$ cat src/rtl/multi_integer_to_fixed_stream_pkg.sv
// Purpose: shared state encoding and geometry helpers for the integer-to-fixed streamer.
// Latency: n/a (package only).
// Backpressure: n/a (package only).
package multi_integer_to_fixed_stream_pkg;

    // Two-state controller: no block held, or a block held with beats still to emit.
    localparam logic [0:0] ST_IDLE = 1'b0;
    localparam logic [0:0] ST_EMIT = 1'b1;

    // Width of one fixed-point output word.
    function automatic int calc_w(input int int_bits, input int frac_bits);
        return int_bits + frac_bits;
    endfunction

    // Number of output beats needed to drain one input block.
    function automatic int calc_beats(input int num_integers, input int lanes);
        return num_integers / lanes;
    endfunction

    // Beat counter width; never zero so a single-beat block still has a legal counter.
    function automatic int calc_bw(input int beats);
        return (beats <= 1) ? 1 : $clog2(beats);
    endfunction

endpackage

$ cat src/rtl/integer_to_fixed_lane.sv
// Purpose: convert one unsigned sample to a signed fixed-point word, optionally re-centred around zero.
// Latency: purely combinational.
// Backpressure: none; the caller holds the sample stable.
module integer_to_fixed_lane
    import multi_integer_to_fixed_stream_pkg::*;
#(
    parameter int INT_BITS   = 16,
    parameter int FRAC_BITS  = 16,
    parameter int INPUT_BITS = 8,
    localparam int W         = calc_w(INT_BITS, FRAC_BITS)
) (
    input  logic [INPUT_BITS-1:0] sample_i,
    input  logic                  level_shift_i,
    output logic [W-1:0]          fixed_o
);

    logic [INPUT_BITS:0] offset;
    logic [INPUT_BITS:0] centred;
    logic [W-1:0]        widened;

    // One extra bit holds the sign of the re-centred value; with no shift the
    // top bit is zero, so the same sign extension doubles as zero extension.
    always_comb begin
        offset                   = '0;
        offset[INPUT_BITS-1]     = level_shift_i;
        centred                  = {1'b0, sample_i} - offset;
        widened                  = W'($signed(centred));
        fixed_o                  = widened << FRAC_BITS;
    end

endmodule

$ cat src/rtl/multi_integer_to_fixed_stream.sv
// Purpose: accept a block of unsigned samples and stream it out LANES fixed-point words per beat.
// Latency: beat 0 appears the cycle after the input handshake; conversion adds no cycles.
// Backpressure: out_ready low freezes the current beat; a new block is only taken while idle or on the final beat's handshake.
module multi_integer_to_fixed_stream
    import multi_integer_to_fixed_stream_pkg::*;
#(
    parameter int INT_BITS     = 16,
    parameter int FRAC_BITS    = 16,
    parameter int INPUT_BITS   = 8,
    parameter int NUM_INTEGERS = 64,
    parameter int LANES        = 8,
    localparam int W           = calc_w(INT_BITS, FRAC_BITS),
    localparam int BEATS       = calc_beats(NUM_INTEGERS, LANES),
    localparam int BW          = calc_bw(BEATS)
) (
    input  logic                               clk,
    input  logic                               rst,
    input  logic                               in_valid,
    output logic                               in_ready,
    input  logic                               level_shift,
    input  logic [NUM_INTEGERS*INPUT_BITS-1:0] integers,
    output logic                               out_valid,
    input  logic                               out_ready,
    output logic [LANES*W-1:0]                 out_data,
    output logic [BW-1:0]                      out_beat,
    output logic                               out_last
);

    generate
        if ((NUM_INTEGERS % LANES) != 0 || INT_BITS < INPUT_BITS + 1) begin : g_bad_cfg
            $error("multi_integer_to_fixed_stream: NUM_INTEGERS must be a multiple of LANES and INT_BITS >= INPUT_BITS+1");
        end
    endgenerate

    localparam int            BEAT_SAMPLE_BITS = LANES * INPUT_BITS;
    localparam logic [BW-1:0] LAST_BEAT        = BW'(BEATS - 1);

    logic [0:0]                                  state_q, state_d;
    logic [BW-1:0]                               beat_q, beat_d;
    logic                                        shift_q, shift_d;
    logic [BEATS-1:0][BEAT_SAMPLE_BITS-1:0]      samples_q, samples_d;

    logic                        last_beat;
    logic                        out_fire;
    logic                        accept;
    logic [BEAT_SAMPLE_BITS-1:0] beat_samples;
    logic [LANES*W-1:0]          lane_data;

    assign out_valid = (state_q == ST_EMIT);
    assign last_beat = (beat_q == LAST_BEAT);
    assign out_fire  = out_valid && out_ready;
    // Ready while empty, or exactly when the final beat leaves, so blocks chain without a bubble.
    assign in_ready  = !rst && ((state_q == ST_IDLE) || (out_fire && last_beat));
    assign accept    = in_valid && in_ready;

    assign out_beat  = beat_q;
    assign out_last  = out_valid && last_beat;

    assign beat_samples = samples_q[beat_q];

    generate
        for (genvar k = 0; k < LANES; k++) begin : g_lane
            integer_to_fixed_lane #(
                .INT_BITS   (INT_BITS),
                .FRAC_BITS  (FRAC_BITS),
                .INPUT_BITS (INPUT_BITS)
            ) u_lane (
                .sample_i      (beat_samples[k*INPUT_BITS +: INPUT_BITS]),
                .level_shift_i (shift_q),
                .fixed_o       (lane_data[k*W +: W])
            );
        end
    endgenerate

    // Sample registers are not reset, so the output is masked to zero whenever no beat is offered.
    assign out_data = out_valid ? lane_data : '0;

    // Next-state: a new block always wins over advancing, since it can only arrive on the last beat.
    always_comb begin
        state_d   = state_q;
        beat_d    = beat_q;
        shift_d   = shift_q;
        samples_d = samples_q;
        if (accept) begin
            state_d   = ST_EMIT;
            beat_d    = '0;
            shift_d   = level_shift;
            samples_d = integers;
        end else if (out_fire) begin
            if (last_beat) begin
                state_d = ST_IDLE;
                beat_d  = '0;
            end else begin
                beat_d  = beat_q + 1'b1;
            end
        end
    end

    // Control state: reset drops any held or half-sent block.
    always_ff @(posedge clk) begin
        if (rst) begin
            state_q <= ST_IDLE;
            beat_q  <= '0;
            shift_q <= 1'b0;
        end else begin
            state_q <= state_d;
            beat_q  <= beat_d;
            shift_q <= shift_d;
        end
    end

    // Held block data: only meaningful while emitting, so it carries no reset.
    always_ff @(posedge clk) begin
        samples_q <= samples_d;
    end

endmodule

$ cat config.mk
export PLATFORM = sky130hd
export DESIGN_NAME = multi_integer_to_fixed_stream
export DESIGN_NICKNAME = d
export VERILOG_FILES = /design/src/rtl/multi_integer_to_fixed_stream_pkg.sv /design/src/rtl/integer_to_fixed_lane.sv /design/src/rtl/multi_integer_to_fixed_stream.sv
export SDC_FILE = /design/constraint.sdc
export NUM_CORES = 1
export LEC_CHECK = 0
export ABC_AREA = 1
export BUFFER_PORTS_ARGS = -buffer_cell sky130_fd_sc_hd__buf_2
export CORE_AREA = 2 2 300 302
export DETAILED_ROUTE_END_ITERATION = 10
export DIE_AREA = 0 0 302 304
export SYNTH_ARGS = -nofsm -noshare
export SYNTH_HDL_FRONTEND = slang
export SYNTH_SLANG_ARGS = --single-unit
$ cat constraint.sdc
create_clock -name clk -period 12.5 [get_ports clk]
set_input_delay 0.625 -clock clk [delete_from_list [all_inputs] [get_ports clk]]
set_output_delay 0.625 -clock clk [all_outputs]
set_load 0.005 [all_outputs]
==> metrics.csv <==
metric,value,unit
relSlewSlack,19.9,%
cts_tree,built,
path_delay_family,buffers and inverters,
clk_pin_slew,0.06,ns
cts-resized-gates,0,
synth_top_family_by_area,simple AND/OR/NAND/NOR gates,
core-area,89000,µm²
design_area,29000,µm²
fin_nets,3478,
die_w,302,µm
status,"complete, no violations",
hpwl,45.7,mm
synth-seq-cells,517,
fmax,0.226,GHz
worstSetupEndpointType,primary output,
synth-simple-area-share,18.5,%
fillers,9172,
synth-xor-area-share,0,%
period_needed,4.43,ns
cp.arrival,3.80,ns
power_density,133,nW/µm²
placed_cell_area,27300,µm²
finalSetupViolations,0,
hold_path.class,in2reg,
drive_above_1_share,25.1,%
die_h,304,µm
ctsHtreeMaxLevel,2,
cts_hold_buf,0,
clk_latency,0.62,ns
tightestPinTransition,1.20,ns
area_delta_synth_final,21.8,%
wl_per_cell,15.8,µm
skew,0.0187,ns
grt_pass1_wl,97.1,mm
start_util,26.8,%
crit_slowest_cell,buf_4,
crit_required,11.88,ns
start_kind,flop,
fin_crit_sh,35.4,%
synth_compound_area_share,0.735,%
drtPass1Iterations,5,
antenna_found_initial,30,
maxCapViolations,0,
rsz0062_at_grt,false,
num_vias,17000,
postCtsSetupBuffers,0,
slowest_delay,0.73,ns
ir_drop,0.112,mV
netlist_area,23800,µm²
drtIter0Drc,1104,
synthAdderAreaFrac,0.525,%
post-route-drc-count,0,
portBuffers,650,
worstSetupPathType,reg2out,
synth.yosys.warnings,0,
maxSlewViolCount,0,
die_area,91800,µm²
ys_seq_area_share,64.9,%
grt_start_max_net_pins,188,
cp_cell_sequence,inv_8 > buf_4 > o21ai_0 > nand3_1 > nand2_1 > ha_1 > nor2_1 > buf_2,
placement_rows,110,
root_buffer,clkbuf_16,
avgSynthCellArea,9.97,µm²
place.gp.congestion,0.813,
hold_violations,0,
yosysUniqueCellTypes,20,
num_io_pins,779,
cts.sinks,517,
numCtsBuffers,56,
ant_nets,0,
grt_use_total,14.0,%
synthMuxAreaShare,0,%
grt_overflow,0,
fin_tns_setup,0,ns
wl,66.3,mm
crit_buf_inv,3,
clockBufferDepth,3,
crit_fanout,117,
power_leakage,13.8,nW
grt_pass1_vias,16300,
synthCells,2391,
via_per_inst,4.06,
==> cells by family (layout without fill, tap and decap cells) <==
| kind of cell | count (synthesis) | after routing |
|---|---|---|
| fa+ha+maj | 10 | 10 |
| buf+inv | 754 | 1234 |
| simple gates | 1074 | 1074 |
| compound gates | 35 | 35 |
| other cells | 1 | 144 |
| flops | 517 | 517 |
==> report_power, final <==
group          switching [mW]  internal, mW
logic                   0.184         0.115
registers              0.0223          1.99
clock network           0.686         0.872
==> final cells by class <==
class | count | area [µm²] | area share (%)
diodes | 16 | 40.0 | 0.138
multi-input cells | 1247 | 5190 | 17.9
repair buffers | 665 | 3380 | 11.6
clock inverters | 38 | 231 | 0.797
inverters | 464 | 1760 | 6.07
well taps | 1176 | 1470 | 5.07
flip-flops and latches | 517 | 15500 | 53.4
clock buffers | 67 | 1460 | 5.04
==> worst register-to-register path: stages, from the launching register on <==
cell,delay (ns)
dfxtp_4,0.66
ha_1,0.23
ha_1,0.22
a21oi_1,0.11
nor2_1,0.15
nand2_1,0.18
inv_8,0.59
buf_4,0.66
buf_12,0.65
==> routing by layer <==
layer | vias to the layer above | wire length, µm | part of all wire, % | global-route usage, %
met5 | - | 176 | 0.27 | 0
li1 | 8355 | - | - | -
met2 | 668 | 32400 | 49 | 23.9
met3 | 119 | 5080 | 7.7 | 3.78
met4 | 26 | 1850 | 2.8 | 4.50
met1 | 7833 | 26700 | 40 | 17.0
==> sequential cells by signal, summed over array words and instances (netlist names) <==
name       flops
samples_q    512
shift_q        1
out_beat       3
out_valid      1
==> worst paths after layout <==
check                      from        endpoint  slack, ns  depth (start not counted)
hold / removal    integers[310]  samples_q[310]       0.17                          1
setup reg to reg    out_beat[0]  samples_q[218]       8.27                          8
hold reg to reg     out_beat[1]     out_beat[1]       0.68                          2
setup / recovery    out_beat[0]    out_data[87]       8.07                          8
==> cell usage after synthesis, drive strengths merged <==
master  instances  area, µm²
nor3            1       5.00
buf           261       1790
nand3         298       1490
o21ai          32        160
nand2         584       2190
a21oi           3       15.0
ha             10        125
clkinv          1       3.75
clkbuf         29        109
conb            1       3.75
nor2          190        713
edfxtp        512      15400
nor3b           1       7.51
inv           463       1740
dfxtp           5        100
==> layout by cell type (no fill, tap or decap), drive strengths merged <==
cell,count
buf,665
nand2,584
edfxtp,512
inv,465
nand3,298
nor2,190
conb,128
clkbuf,67
clkinv,35
o21ai,32
diode,16
ha,10
dfxtp,5
a21oi,3
bufinv,2
nor3b,1
nor3,1
==> through the flow <==
step	cells	utilization [%]	hold WS (ns)	total power, mW	setup slack (ns)
3_3_place_gp	4069	30.6	0.670	2.34	8.29
4_1_cts	4174	32.6	0.108	3.92	7.98
2_1_floorplan	2518	-	0.559	2.26	0.680
5_1_grt	4187	32.6	0.122	4.03	7.79
6_report	4190	32.6	0.169	3.87	8.07
3_5_place_dp	4069	30.6	0.661	2.35	8.24
(Power assumes the default switching activity.)
